$ cat src/rtl/cam_pkg.sv
// Shared types and constants for the camera capture front end.
package cam_pkg;

   localparam int unsigned ADDR_W = 22;

   typedef enum logic [1:0] {
      IDLE    = 2'd0,
      LOAD    = 2'd1,
      CAPTURE = 2'd2
   } cam_state_e;

   localparam logic [15:0] BAR_WHITE   = 16'hFFFF;
   localparam logic [15:0] BAR_YELLOW  = 16'hFFE0;
   localparam logic [15:0] BAR_CYAN    = 16'h07FF;
   localparam logic [15:0] BAR_GREEN   = 16'h07E0;
   localparam logic [15:0] BAR_MAGENTA = 16'hF81F;
   localparam logic [15:0] BAR_RED     = 16'hF800;
   localparam logic [15:0] BAR_BLUE    = 16'h001F;
   localparam logic [15:0] BAR_BLACK   = 16'h0000;

   function automatic logic [15:0] bar_color(input logic [2:0] idx);
      logic [15:0] c;
      case (idx)
         3'd0:    c = BAR_WHITE;
         3'd1:    c = BAR_YELLOW;
         3'd2:    c = BAR_CYAN;
         3'd3:    c = BAR_GREEN;
         3'd4:    c = BAR_MAGENTA;
         3'd5:    c = BAR_RED;
         3'd6:    c = BAR_BLUE;
         default: c = BAR_BLACK;
      endcase
      return c;
   endfunction

endpackage

$ cat src/rtl/cam_frame_writer_if.sv
// Write-port bundle between the frame writer (master) and the SDRAM controller port (slave).
interface cam_frame_writer_if;
   import cam_pkg::*;

   logic [15:0]       WR_DATA;
   logic              WR;
   logic              WR_LOAD;
   logic [ADDR_W-1:0] WR_ADDR;
   logic [8:0]        WR_LENGTH;
   logic              WR_FULL;

   modport master (
      output WR_DATA, WR, WR_LOAD, WR_ADDR, WR_LENGTH,
      input  WR_FULL
   );

   modport slave (
      input  WR_DATA, WR, WR_LOAD, WR_ADDR, WR_LENGTH,
      output WR_FULL
   );
endinterface

$ cat src/rtl/cam_byte_packer.sv
// Pairs byte-serial pixel data into 16-bit words: first byte latched as high byte,
// second byte completes the word and raises word_vld for that cycle.
module cam_byte_packer (
   input  logic        CLK,
   input  logic        RESET_N,
   input  logic        clr,
   input  logic        byte_vld,
   input  logic [7:0]  byte_in,
   output logic        word_vld,
   output logic [15:0] word
);

   logic       phase_q, phase_d;
   logic [7:0] hi_q, hi_d;

   // Phase toggle and high-byte latch; clr drops any half-assembled word.
   always_comb begin
      phase_d  = phase_q;
      hi_d     = hi_q;
      word_vld = 1'b0;
      if (clr) begin
         phase_d = 1'b0;
      end else if (byte_vld) begin
         if (!phase_q) begin
            hi_d    = byte_in;
            phase_d = 1'b1;
         end else begin
            word_vld = 1'b1;
            phase_d  = 1'b0;
         end
      end else begin
         phase_d = phase_q;
      end
   end

   // Packer state registers.
   always_ff @(posedge CLK or negedge RESET_N) begin
      if (!RESET_N) begin
         phase_q <= 1'b0;
         hi_q    <= 8'h00;
      end else begin
         phase_q <= phase_d;
         hi_q    <= hi_d;
      end
   end

   assign word = {hi_q, byte_in};

endmodule

$ cat src/rtl/cam_frame_writer.sv
// Camera-to-SDRAM write-port capture: crops to H_ACTIVE x V_ACTIVE, one WR per pixel.
// Define CAM_TEST_PATTERN_EN to add PATTERN_SEL and an 8-bar colour test pattern.
module cam_frame_writer
   import cam_pkg::*;
#(
   parameter int unsigned       H_ACTIVE  = 640,
   parameter int unsigned       V_ACTIVE  = 480,
   parameter logic [ADDR_W-1:0] BASE_ADDR = 22'h000000,
   parameter int unsigned       BURST_LEN = 128
) (
   input  logic        CLK,
   input  logic        RESET_N,
   input  logic        EN,
   input  logic        CAM_VSYNC,
   input  logic        CAM_HREF,
   input  logic [7:0]  CAM_D,
`ifdef CAM_TEST_PATTERN_EN
   input  logic        PATTERN_SEL,
`endif
   cam_frame_writer_if.master wr_port,
   output logic        FRAME_DONE,
   output logic        OVERFLOW,
   output logic [15:0] FRAME_CNT
);

   localparam int unsigned XW = $clog2(H_ACTIVE + 1);
   localparam int unsigned YW = $clog2(V_ACTIVE + 1);
   localparam logic [XW-1:0] X_MAX = XW'(H_ACTIVE);
   localparam logic [YW-1:0] Y_MAX = YW'(V_ACTIVE);

   logic        vsync_q, href_q, vsync_prev_q, href_prev_q;
   logic [7:0]  d_q;
   cam_state_e  state_q, state_d;
   logic [XW-1:0] x_q, x_d;
   logic [YW-1:0] y_q, y_d;
   logic        load_seen_q, load_seen_d;
   logic        wr_q, wr_d, wr_load_q, wr_load_d;
   logic [15:0] wr_data_q, wr_data_d;
   logic        done_q, done_d, overflow_q, overflow_d;
   logic [15:0] frame_cnt_q, frame_cnt_d;

   logic        vs_rise_s, href_fall_s, pack_clr_s, pack_vld_s, word_vld_s;
   logic [15:0] word_data_s, pix_word_s;

   // Camera input register plus one-cycle-delayed copies for edge detection.
   always_ff @(posedge CLK or negedge RESET_N) begin
      if (!RESET_N) begin
         vsync_q      <= 1'b0;
         href_q       <= 1'b0;
         d_q          <= 8'h00;
         vsync_prev_q <= 1'b0;
         href_prev_q  <= 1'b0;
      end else begin
         vsync_q      <= CAM_VSYNC;
         href_q       <= CAM_HREF;
         d_q          <= CAM_D;
         vsync_prev_q <= vsync_q;
         href_prev_q  <= href_q;
      end
   end

   assign vs_rise_s   = vsync_q & ~vsync_prev_q;
   assign href_fall_s = href_prev_q & ~href_q;
   // A VSYNC rise mid-line closes the line as well, so the byte in that cycle is ignored.
   assign pack_clr_s  = (state_q != CAPTURE) | href_fall_s | vs_rise_s;
   assign pack_vld_s  = (state_q == CAPTURE) & href_q & ~vs_rise_s;

   cam_byte_packer u_packer (
      .CLK      (CLK),
      .RESET_N  (RESET_N),
      .clr      (pack_clr_s),
      .byte_vld (pack_vld_s),
      .byte_in  (d_q),
      .word_vld (word_vld_s),
      .word     (word_data_s)
   );

`ifdef CAM_TEST_PATTERN_EN
   logic       pat_q, pat_d;
   logic [2:0] bar_idx_s;

   // Pattern select is captured while the frame is loading and held for the frame.
   always_comb begin
      if (state_q == LOAD) begin
         pat_d = PATTERN_SEL;
      end else begin
         pat_d = pat_q;
      end
   end

   // Pattern select register.
   always_ff @(posedge CLK or negedge RESET_N) begin
      if (!RESET_N) begin
         pat_q <= 1'b0;
      end else begin
         pat_q <= pat_d;
      end
   end

   assign bar_idx_s  = 3'(({x_q, 3'b000}) / (XW + 3)'(H_ACTIVE));
   assign pix_word_s = pat_q ? bar_color(bar_idx_s) : word_data_s;
`else
   assign pix_word_s = word_data_s;
`endif

   // Frame FSM next-state, crop counters and output strobes.
   always_comb begin
      state_d     = state_q;
      x_d         = x_q;
      y_d         = y_q;
      load_seen_d = load_seen_q;
      overflow_d  = overflow_q;
      wr_d        = 1'b0;
      wr_data_d   = wr_data_q;
      done_d      = 1'b0;
      frame_cnt_d = frame_cnt_q;
      case (state_q)
         IDLE: begin
            load_seen_d = 1'b0;
            if (vs_rise_s && EN) begin
               state_d = LOAD;
            end else begin
               state_d = IDLE;
            end
         end
         LOAD: begin
            x_d         = '0;
            y_d         = '0;
            overflow_d  = 1'b0;
            load_seen_d = 1'b1;
            // load_seen guarantees a two-cycle minimum WR_LOAD pulse.
            if (!vsync_q && load_seen_q) begin
               state_d = CAPTURE;
            end else begin
               state_d = LOAD;
            end
         end
         CAPTURE: begin
            if (vs_rise_s) begin
               done_d      = 1'b1;
               frame_cnt_d = frame_cnt_q + 16'd1;
               x_d         = '0;
               load_seen_d = 1'b0;
               if (EN) begin
                  state_d = LOAD;
               end else begin
                  state_d = IDLE;
               end
            end else if (href_fall_s) begin
               x_d = '0;
               if (y_q < Y_MAX) begin
                  y_d = y_q + YW'(1);
               end else begin
                  y_d = y_q;
               end
            end else if (word_vld_s) begin
               if ((x_q < X_MAX) && (y_q < Y_MAX)) begin
                  if (!wr_port.WR_FULL) begin
                     wr_d      = 1'b1;
                     wr_data_d = pix_word_s;
                  end else begin
                     overflow_d = 1'b1;
                  end
               end else begin
                  overflow_d = overflow_q;
               end
               if (x_q < X_MAX) begin
                  x_d = x_q + XW'(1);
               end else begin
                  x_d = x_q;
               end
            end else begin
               x_d = x_q;
            end
         end
         default: begin
            state_d = IDLE;
         end
      endcase
      wr_load_d = (state_d == LOAD);
   end

   // FSM, counters and registered outputs.
   always_ff @(posedge CLK or negedge RESET_N) begin
      if (!RESET_N) begin
         state_q     <= IDLE;
         x_q         <= '0;
         y_q         <= '0;
         load_seen_q <= 1'b0;
         wr_q        <= 1'b0;
         wr_load_q   <= 1'b0;
         wr_data_q   <= 16'h0000;
         done_q      <= 1'b0;
         overflow_q  <= 1'b0;
         frame_cnt_q <= 16'h0000;
      end else begin
         state_q     <= state_d;
         x_q         <= x_d;
         y_q         <= y_d;
         load_seen_q <= load_seen_d;
         wr_q        <= wr_d;
         wr_load_q   <= wr_load_d;
         wr_data_q   <= wr_data_d;
         done_q      <= done_d;
         overflow_q  <= overflow_d;
         frame_cnt_q <= frame_cnt_d;
      end
   end

   assign wr_port.WR        = wr_q;
   assign wr_port.WR_DATA   = wr_data_q;
   assign wr_port.WR_LOAD   = wr_load_q;
   assign wr_port.WR_ADDR   = BASE_ADDR;
   assign wr_port.WR_LENGTH = 9'(BURST_LEN);
   assign FRAME_DONE        = done_q;
   assign OVERFLOW          = overflow_q;
   assign FRAME_CNT         = frame_cnt_q;

endmodule

$ cat src/flat_wrapper.sv
// flat-port wrapper written by rule: the top's interface ports become plain ports
module cam_frame_writer_flat import cam_pkg::*;
#(
   parameter int unsigned       H_ACTIVE  = 640,
   parameter int unsigned       V_ACTIVE  = 480,
   parameter logic [ADDR_W-1:0] BASE_ADDR = 22'h000000,
   parameter int unsigned       BURST_LEN = 128
)
  (CLK, RESET_N, EN, CAM_VSYNC, CAM_HREF, CAM_D, FRAME_DONE, OVERFLOW, FRAME_CNT, wr_port_WR_DATA, wr_port_WR, wr_port_WR_LOAD, wr_port_WR_ADDR, wr_port_WR_LENGTH, wr_port_WR_FULL);
  cam_frame_writer_if wr_port_i ();
  input  logic CLK;
  input  logic RESET_N;
  input  logic EN;
  input  logic CAM_VSYNC;
  input  logic CAM_HREF;
  input  logic [7:0] CAM_D;
  output logic FRAME_DONE;
  output logic OVERFLOW;
  output logic [15:0] FRAME_CNT;
  output wire logic [$bits(wr_port_i.WR_DATA)-1:0] wr_port_WR_DATA;
  output wire logic [$bits(wr_port_i.WR)-1:0] wr_port_WR;
  output wire logic [$bits(wr_port_i.WR_LOAD)-1:0] wr_port_WR_LOAD;
  output wire logic [$bits(wr_port_i.WR_ADDR)-1:0] wr_port_WR_ADDR;
  output wire logic [$bits(wr_port_i.WR_LENGTH)-1:0] wr_port_WR_LENGTH;
  input wire logic [$bits(wr_port_i.WR_FULL)-1:0] wr_port_WR_FULL;
  assign wr_port_WR_DATA = wr_port_i.WR_DATA;
  assign wr_port_WR = wr_port_i.WR;
  assign wr_port_WR_LOAD = wr_port_i.WR_LOAD;
  assign wr_port_WR_ADDR = wr_port_i.WR_ADDR;
  assign wr_port_WR_LENGTH = wr_port_i.WR_LENGTH;
  assign wr_port_i.WR_FULL = wr_port_WR_FULL;
  cam_frame_writer #(.H_ACTIVE(H_ACTIVE), .V_ACTIVE(V_ACTIVE), .BASE_ADDR(BASE_ADDR), .BURST_LEN(BURST_LEN)) u_core (.CLK(CLK), .RESET_N(RESET_N), .EN(EN), .CAM_VSYNC(CAM_VSYNC), .CAM_HREF(CAM_HREF), .CAM_D(CAM_D), .wr_port(wr_port_i), .FRAME_DONE(FRAME_DONE), .OVERFLOW(OVERFLOW), .FRAME_CNT(FRAME_CNT));
endmodule
$ cat config.mk
export PLATFORM = sky130hd
export DESIGN_NAME = cam_frame_writer_flat
export DESIGN_NICKNAME = d
export VERILOG_FILES = /design/src/rtl/cam_pkg.sv /design/src/rtl/cam_frame_writer_if.sv /design/src/rtl/cam_byte_packer.sv /design/src/rtl/cam_frame_writer.sv /design/src/flat_wrapper.sv
export SDC_FILE = /design/constraint.sdc
export NUM_CORES = 1
export LEC_CHECK = 0
export BUFFER_PORTS_ARGS = -buffer_cell sky130_fd_sc_hd__buf_2
export CAP_MARGIN = 10
export CORE_UTILIZATION = 25
export DETAILED_ROUTE_END_ITERATION = 12
export GPL_TIMING_DRIVEN = 0
export SETUP_SLACK_MARGIN = 0.1
export SLEW_MARGIN = 10
export SYNTH_ARGS = -nofsm -noshare
export SYNTH_HDL_FRONTEND = slang
export SYNTH_SLANG_ARGS = --single-unit
export TNS_END_PERCENT = 5
$ cat constraint.sdc
create_clock -name CLK -period 5.2 [get_ports CLK]
set_input_delay 0.26 -clock CLK [delete_from_list [all_inputs] [get_ports CLK]]
set_output_delay 0.26 -clock CLK [all_outputs]
set_load 0.02 [all_outputs]
# == After elaboration in Yosys (flattened, before gate mapping) ==
# Index checks and enable logic that the tools add are counted.
# W data, S select, Z words.
# totals
register_bits,79
latch_bits,0
mem_bits_rw,0
rom_bits,0
inputBits,14
output_inout_bits,67
elab_cells,100
n_memories,0
# classes
n_addsub,3
n_mul,0
div_mod_pow,0
n_lt_le_gt_ge,2
n_eq_ne,14
n_shift,0
mux,36
bitwise,13
reduce_logical,15
# op_table
cell,count
$mux W10,4
$mux W9,3
$mux W1,22
$pmux W10 S2,1
$pmux W9 S2,1
$add A16 B1 Y16 const B,1
$ne A2 B2 Y1 const B,7
$reduce_and A6 Y1,2
$add A10 B1 Y10 const B,1
$lt A10 B10 Y1 const B,1
$add A9 B1 Y9 const B,1
$lt A9 B9 Y1 const B,1
$ne A4 B2 Y1 const B,2
$not A1 Y1,7
$pmux W2 S3,1
$reduce_and A3 Y1,2
$and A1 B1 Y1,4
$eq A2 B1 Y1 const B,2
$mux W2,2
$ne A2 B1 Y1 const B,2
$reduce_and A2 Y1,2
$reduce_and A4 Y1,1
$reduce_bool A2 Y1,2
$logic_and A1 B1 Y1,3
other kinds (7),8

# == Longest topological paths before layout ==
# Gate-level depths: netlist of the first run.
# depth
word_depth,10
ltp_mapped,8
mapped_depth_nobuf,6

# == Hierarchy ==
# From an unflattened synthesis of the first run, not the netlist that was laid out.
# unflattened
cells_unflattened,324
area_unflattened_um2,3722.3
# by_module_without_submodules
mod,instances,cells_each,area_per_inst_um2,seq_area_each_um2
cam_frame_writer,1,295,3305.7,1751.7
cam_byte_packer,1,29,416.6,225.2

# == Worst setup path after synthesis of the first run ==
# OpenSTA, ideal clock, no wires.
# synth_timing
kind,flip-flop to flip-flop
startpoint,reg u_core.state_q[0]
endpoint,"reg u_core.wr_data_q[10], in the netlist u_core.wr_port.WR_DATA[10]"
setup_ns,0.127
arrival_time_ns,1.922
t_required_ns,5.073
setup_slack_ns,3.150
stages_incl_launch_ff,9
path_buffers,2
synth_period_minus_slack_ns,2.050
path_cell_list,dfrtp_1 inv_1 ha_1 buf_4 and3_1 nand3_4 nor3_4 buf_6 mux2_1
# synth_via
elab_chain_cells,6
elab_cells_between_ends,9
classes_between,2 x eq/ne; 2 x mux; 4 x bitwise; 1 x reduce/logical
# synth_lines
element,line_no,text
start: declaration,cam_frame_writer.sv:33,"cam_state_e state_q, state_d;"
start signal: assignment,cam_frame_writer.sv:197,state_q <= state_d;
$eq A2 B2 Y1,"cam_frame_writer.sv:66, cam_frame_writer.sv:117",
$and A1 B1 Y1 (2 in a row),cam_frame_writer.sv:66,assign pack_vld_s = (state_q == CAPTURE) & href_q & ~vs_rise_s;
$mux W1,cam_byte_packer.sv:23,end else if (byte_vld) begin
$mux W1,cam_byte_packer.sv:21,if (clr) begin
$reduce_and A6 Y1 (no line) *,--,
end signal: assignment,cam_frame_writer.sv:203,wr_data_q <= wr_data_d;
end: declaration,cam_frame_writer.sv:38,"logic [15:0] wr_data_q, wr_data_d;"
# Mark *: on every way between the ends. The rest lies on a longest branch, timed or not.
# A chain may end at the register's enable or synchronous reset.

# == Worst setup path after layout of the first run ==
# layout_timing
startpoint,reg u_core.state_q[0]
endpoint,"reg u_core.wr_data_q[14], in the netlist u_core.wr_port.WR_DATA[14]"
# The elaborated chain is that of the path after synthesis.

==> flow_summary.json, run 1 <==
{
  "outcome": "finished, final reports clean",
  "grt_max_degree": 58,
  "worstMarginPinSlew_ps": 694,
  "avgViaCountPerCell": 4.33,
  "cp_num_cells": 8,
  "critical_path.startpoint_type": "flop",
  "clk_latency_ps": 330,
  "path_clk_slew_ps": 60,
  "ios": 81,
  "reg2reg_from": "u_core.state_q[0]",
  "drv_slew": 0,
  "highest_layer": "met4",
  "ctsHtreeMaxLevel": 3,
  "pwr-share-seq": 0.413,
  "worstRegToRegCells": 8,
  "hp-class": "in -> reg",
  "synth_edf_count": 0,
  "endpoint": "u_core.wr_port.WR_DATA[14]",
  "grt_use_total": 0.101,
  "tns_ps": 0,
  "cts-resized-gates": 0,
  "async_flop_share": 1.00,
  "synthMostInstantiatedCell": "dfrtp_1",
  "fin_crit_sh": 0.461,
  "place.port_buffers": 49,
  "core_um2": 14600,
  "wl_met3_um": 364,
  "setup_viol_count_final": 0,
  "p_per_area_nw_per_um2": 355,
  "vias": 2600,
  "root_buffer": "clkbuf_16",
  "route.met2.wl_um": 3570,
  "synth_area_leaders": "dfrtp_1, buf_4, mux2_4, mux2_1, mux2_2",
  "clock-sinks": 79,
  "yosysSeqAreaShare": 0.526,
  "cp-startpoint": "u_core.state_q[0]",
  "cpMaxStageDelayCell": "nor3_4",
  "synth_top_area_frac": 0.526,
  "syn_avg_cell_area_um2": 11.7,
  "crit_path_max_incr_delay_ps": 480,
  "synth-seq-cells": 79,
  "wire_per_inst_um": 12.1,
  "place_hpwl_um": 5240,
  "fmax_mhz": 417,
  "die-height_um": 125,
  "yosysWarnings": 0,
  "rrSetupSlack_ps": 2800,
  "die_w_um": 125,
  "numCtsBuffers": 9,
  "pwr-share-clk": 0.390,
  "drc_errors": 0,
  "finalCriticalPeriod_ps": 2400,
  "crit_buf_inv": 3,
  "drt_iter0_drc": 185,
  "path_class": "reg -> reg",
  "nets": 435,
  "netlist_area_um2": 3750,
  "die_area_um2": 15500,
  "p_switching_mw": 0.470,
  "holdBufCountCts": 1,
  "syn2layout_area_growth_pct": 24.7,
  "yosysTopAreaCell": "dfrtp_1",
  "wirelength_um": 7230,
  "rsz0062_at_grt": "false",
  "ir_worst_vdd_v": 0.000126,
  "crit_fanout": 10,
  "antenna_left": 0,
  "cp_top_family": "simple AND/OR/NAND/NOR gates",
  "synthFlopType": "dfrtp_1",
  "end_kind": "flop",
  "cp_data_required_time_ps": 5400,
  "crit_chain": "inv_1 -> ha_1 -> buf_4 -> and3_1 -> nand3_4 -> nor3_4 -> buf_6 -> mux2_1",
  "synthDistinctLibCells": 56,
  "worst_ep_arrival_time_ps": 2600,
  "leakage_nw": 2.39,
  "num_rows": 44,
  "grt_pass1_wl_um": 12700,
  "p_int_mw": 1.19,
  "synth_common_cells": "dfrtp_1, buf_4, nand2_1",
  "synthCells": 322,
  "start_util": 0.257,
  "relSlewSlack": 0.536,
  "gp_congestion": 0.764,
  "p_sw_frac": 0.283,
  "fillers": 1485,
  "final.setup.worst_slack_ps": 2800,
  "place_worst_setup_slack_ps": 2790,
  "dpl_cell_area_um2": 4370,
  "m1WireLength_um": 3230,
  "clock_skew_ps": 7.42,
  "insertedDiodeCount": 0,
  "design_area_um2": 4680,
  "cap_viol_max_count": 0,
  "grt_pass1_vias": 2648,
  "postCtsSetupBuffers": 0,
  "cts_tree": "built",
  "drive_above_1_share": 0.293,
  "antenna_found_initial": 0,
  "overflow": 0,
  "dr.pass1.iters": 4,
  "r2r_end": "u_core.wr_port.WR_DATA[14]",
  "power_frac_comb": 0.197,
  "clockBufferDepth": 2,
  "finalHoldViolCount": 0
}
==> metal layers <==
metal	global-route usage	vias up
li1	-	1262
met3	0.0326	5
met4	0.0347	0
met1	0.120	1275
met5	0	-
met2	0.172	58
==> kinds of logic (layout without fill, tap and decap cells) <==
logic type / Yosys count / count (layout) / synth area share
and+or+nand+nor: 93 / 93 / 0.144
DFF: 79 / 79 / 0.526
buffers and inverters: 53 / 118 / 0.0903
AOI/OAI and AO/OA: 42 / 42 / 0.0790
muxes: 30 / 30 / 0.0966
xor gates and xnor gates: 15 / 15 / 0.0350
adders and majority gates: 8 / 8 / 0.0267
other: 2 / 31 / 0.00200
==> power by group through the flow <==
stage	combinational (mW)	clock [mW]	sequential, mW
after floorplan	0.228	0	0.703
after global placement	0.318	0	0.696
after detailed placement	0.328	0	0.698
after CTS	0.330	0.666	0.687
after global routing	0.365	0.691	0.693
final	0.327	0.647	0.687
==> state kept, by name, indices dropped and copies added (netlist names), 2 cells and up <==
register and cells:
u_core.d_q 8, u_core.y_q 9, u_core.u_packer.hi_q 8, u_core.FRAME_CNT 16, u_core.state_q 2, u_core.wr_port.WR_DATA 16
u_core.x_q 10
==> worst min path at each step <==
stage / end / cells past startpoint / from
4_1_cts: u_core.d_q[7] / 1 / CAM_D[7]
2_1_floorplan: u_core.FRAME_CNT[0] / 0 / RESET_N
3_3_place_gp: u_core.d_q[0] / 1 / CAM_D[0]
6_report: u_core.d_q[2] / 1 / CAM_D[2]
5_1_grt: u_core.d_q[7] / 1 / CAM_D[7]
3_5_place_dp: u_core.FRAME_CNT[4] / 1 / RESET_N
==> through the flow <==
stage | hold slack, ps | power [mW] | util | std cells
finish | 38.6 | 1.66 | 0.321 | 600
global route | 24.3 | 1.75 | 0.321 | 600
CTS | 25.9 | 1.68 | 0.321 | 600
detailed placement | 190 | 1.03 | 0.299 | 585
global placement | 369 | 1.01 | 0.297 | 584
floorplan | -35.6 | 0.931 | - | 351
==> layout by cell type, fill, tap and decap left out, types with 3 or more instances in the layout <==
master	count
dfrtp_1	79
buf_2	49
buf_4	34
conb_1	31
nand2_1	23
inv_1	13
nand3_1	12
mux2_2	9
and3_1	9
a31oi_1	9
mux2_1	9
clkbuf_16	9
xor2_1	8
mux2_4	8
ha_1	8
nand2b_1	7
o21ai_0	7
xnor2_1	7
nand4_1	6
nor3_1	6
nor4_1	6
or4_1	5
nor2_1	4
clkbuf_1	4
mux2i_1	4
o21ai_1	3
==> final cells by class <==
class                      instances  area, µm²  area share
multi-input combinational        219       1550       0.331
sequential                        79       1980       0.422
tap                              184        230      0.0492
buffer                            39        287      0.0612
clock buffer                      10        229      0.0489
clock inverter                     4       72.6      0.0155
inverter                          14       52.6      0.0112
timing repair buffer              51        285      0.0609
Power figures use the tool's default switching activity.
==> inputs of run 2 (changes only) <==
==> constraint.sdc (replaced) <==
create_clock -name CLK -period 2.25 [get_ports CLK]
set_input_delay 0.1125 -clock CLK [delete_from_list [all_inputs] [get_ports CLK]]
set_output_delay 0.1125 -clock CLK [all_outputs]
set_load 0.02 [all_outputs]
==> flow_summary.json, run 2 (same netlist as run 1, synthesis figures left out) <==
{
  "mostFrequentLayoutCells": "dfrtp_1, buf_2, buf_4",
  "antenna_left": 0,
  "fillers": 1469,
  "cp_data_required_time_ps": 2460,
  "clockBufferDepth": 2,
  "dpl.cell_count": 585,
  "crit_fanout": 8,
  "power_frac_comb": 0.202,
  "drc_errors": 0,
  "p_int_mw": 2.77,
  "end_kind": "flop",
  "ctsHtreeMaxLevel": 3,
  "ios": 81,
  "syn2layout_area_growth_pct": 28.9,
  "dr.pass1.iters": 4,
  "relSlewSlack": 0.530,
  "wire_per_inst_um": 12.1,
  "finalHoldViolCount": 0,
  "p_switching_mw": 1.09,
  "critical_path.startpoint_type": "flop",
  "clock-sinks": 79,
  "die_w_um": 125,
  "ff_latch_area_um2": 1980,
  "numCtsBuffers": 9,
  "pwr-share-clk": 0.387,
  "multiInputGateArea_um2": 1560,
  "ir_worst_vdd_v": 0.000292,
  "final.setup.worst_slack_ps": 136,
  "root_buffer": "clkbuf_16",
  "clk_latency_ps": 330,
  "fmax_mhz": 473,
  "insertedDiodeCount": 0,
  "gp_congestion": 0.764,
  "worstRegToRegCells": 6,
  "die_area_um2": 15500,
  "nets": 449,
  "fin_cells": 614,
  "grt_pass1_wl_um": 13000,
  "layout_commonest_cell": "dfrtp_1",
  "place_hpwl_um": 5240,
  "power_mw": 3.86,
  "place_worst_setup_slack_ps": -161,
  "worst_ep_arrival_time_ps": 2320,
  "p_per_area_nw_per_um2": 797,
  "grt_pass1_vias": 2712,
  "start_util": 0.257,
  "finalCriticalPeriod_ps": 2110,
  "cap_viol_max_count": 0,
  "rsz0062_at_grt": "true",
  "drt_iter0_drc": 175,
  "antenna_found_initial": 0,
  "avgViaCountPerCell": 4.31,
  "die-height_um": 125,
  "fin_crit_sh": 0.939,
  "leakage_nw": 2.45,
  "hp-class": "in -> async",
  "path_clk_slew_ps": 60,
  "worstMarginPinSlew_ps": 702,
  "cts_tree": "built",
  "core_um2": 14600,
  "place.port_buffers": 49,
  "num_rows": 44,
  "outcome": "finished, final reports clean",
  "drive_above_1_share": 0.302,
  "finalCoreUtilization": 0.332,
  "overflow": 0,
  "vias": 2647,
  "grt_max_degree": 58,
  "clock_skew_ps": 6.95,
  "pwr-share-seq": 0.412,
  "drv_slew": 0,
  "p_sw_frac": 0.282,
  "path_class": "reg -> reg",
  "setup_viol_count_final": 0,
  "wirelength_um": 7420,
  "grt_use_total": 0.104
}
[run 2: worst paths after layout]
kind / from / to / slack (ps)
max: u_core.state_q[0] / u_core.u_packer.hi_q[6] / 140
min: RESET_N / u_core.FRAME_DONE / 230
max reg2reg: u_core.state_q[0] / u_core.u_packer.hi_q[6] / 140
min reg2reg: u_core.href_q / u_core.href_prev_q / 450
max in group asynchronous: RESET_N / u_core.wr_port.WR_DATA[8] / 1430
min in group CLK: wr_port_WR_FULL / u_core.OVERFLOW / 230
[run 2: through the flow]
step	TNS (ps)	instance area, µm²	hold slack [ps]
after floorplan	0	3860	-183
after global placement	-1090	4340	222
after detailed placement	-1260	4370	42.2
after CTS	0	4840	222
after global routing	0	4840	250
final	0	4840	227
[run 2: area by class of cell]
class | instances | share of cell area
plain buffers | 39 | 0.0594
flip-flops and latches | 79 | 0.408
inverters | 14 | 0.0109
multi-input cells | 219 | 0.322
clock inverters | 4 | 0.0150
clock buffers | 10 | 0.0473
well taps | 184 | 0.0476
repair buffers | 65 | 0.0899
[run 2: worst max-delay path, stage by stage (launching register included)]
cell	delay [ps]
dfrtp_1	420
inv_2	90
ha_1	340
inv_2	120
or4_4	540
buf_6	170
mux2_4	310
[run 2: layer usage]
metal  vias to the layer above  routed length [µm]  track usage
met4                         0                  75       0.0347
met1                      1289                3330        0.124
met3                         5                 371       0.0322
li1                       1293                   -            -
met5                         -                   0            0
met2                        60                3640        0.175
[run 2: power by group through the flow]
stage | Combinational [mW] | Sequential (mW) | Clock [mW]
2_1_floorplan | 0.527 | 1.63 | 0
3_3_place_gp | 0.736 | 1.61 | 0
3_5_place_dp | 0.758 | 1.61 | 0
4_1_cts | 0.777 | 1.59 | 1.54
5_1_grt | 0.867 | 1.60 | 1.60
6_report | 0.779 | 1.59 | 1.49
[run 2: repair_timing]
item,CTS,global route
gates resized for setup,5,3
gates cloned,1,0
hold buffers,11,0
endpoints found under the hold margin,32,0
setup endpoints to repair,16,44
pin swaps,1,1
setup buffers,3,0
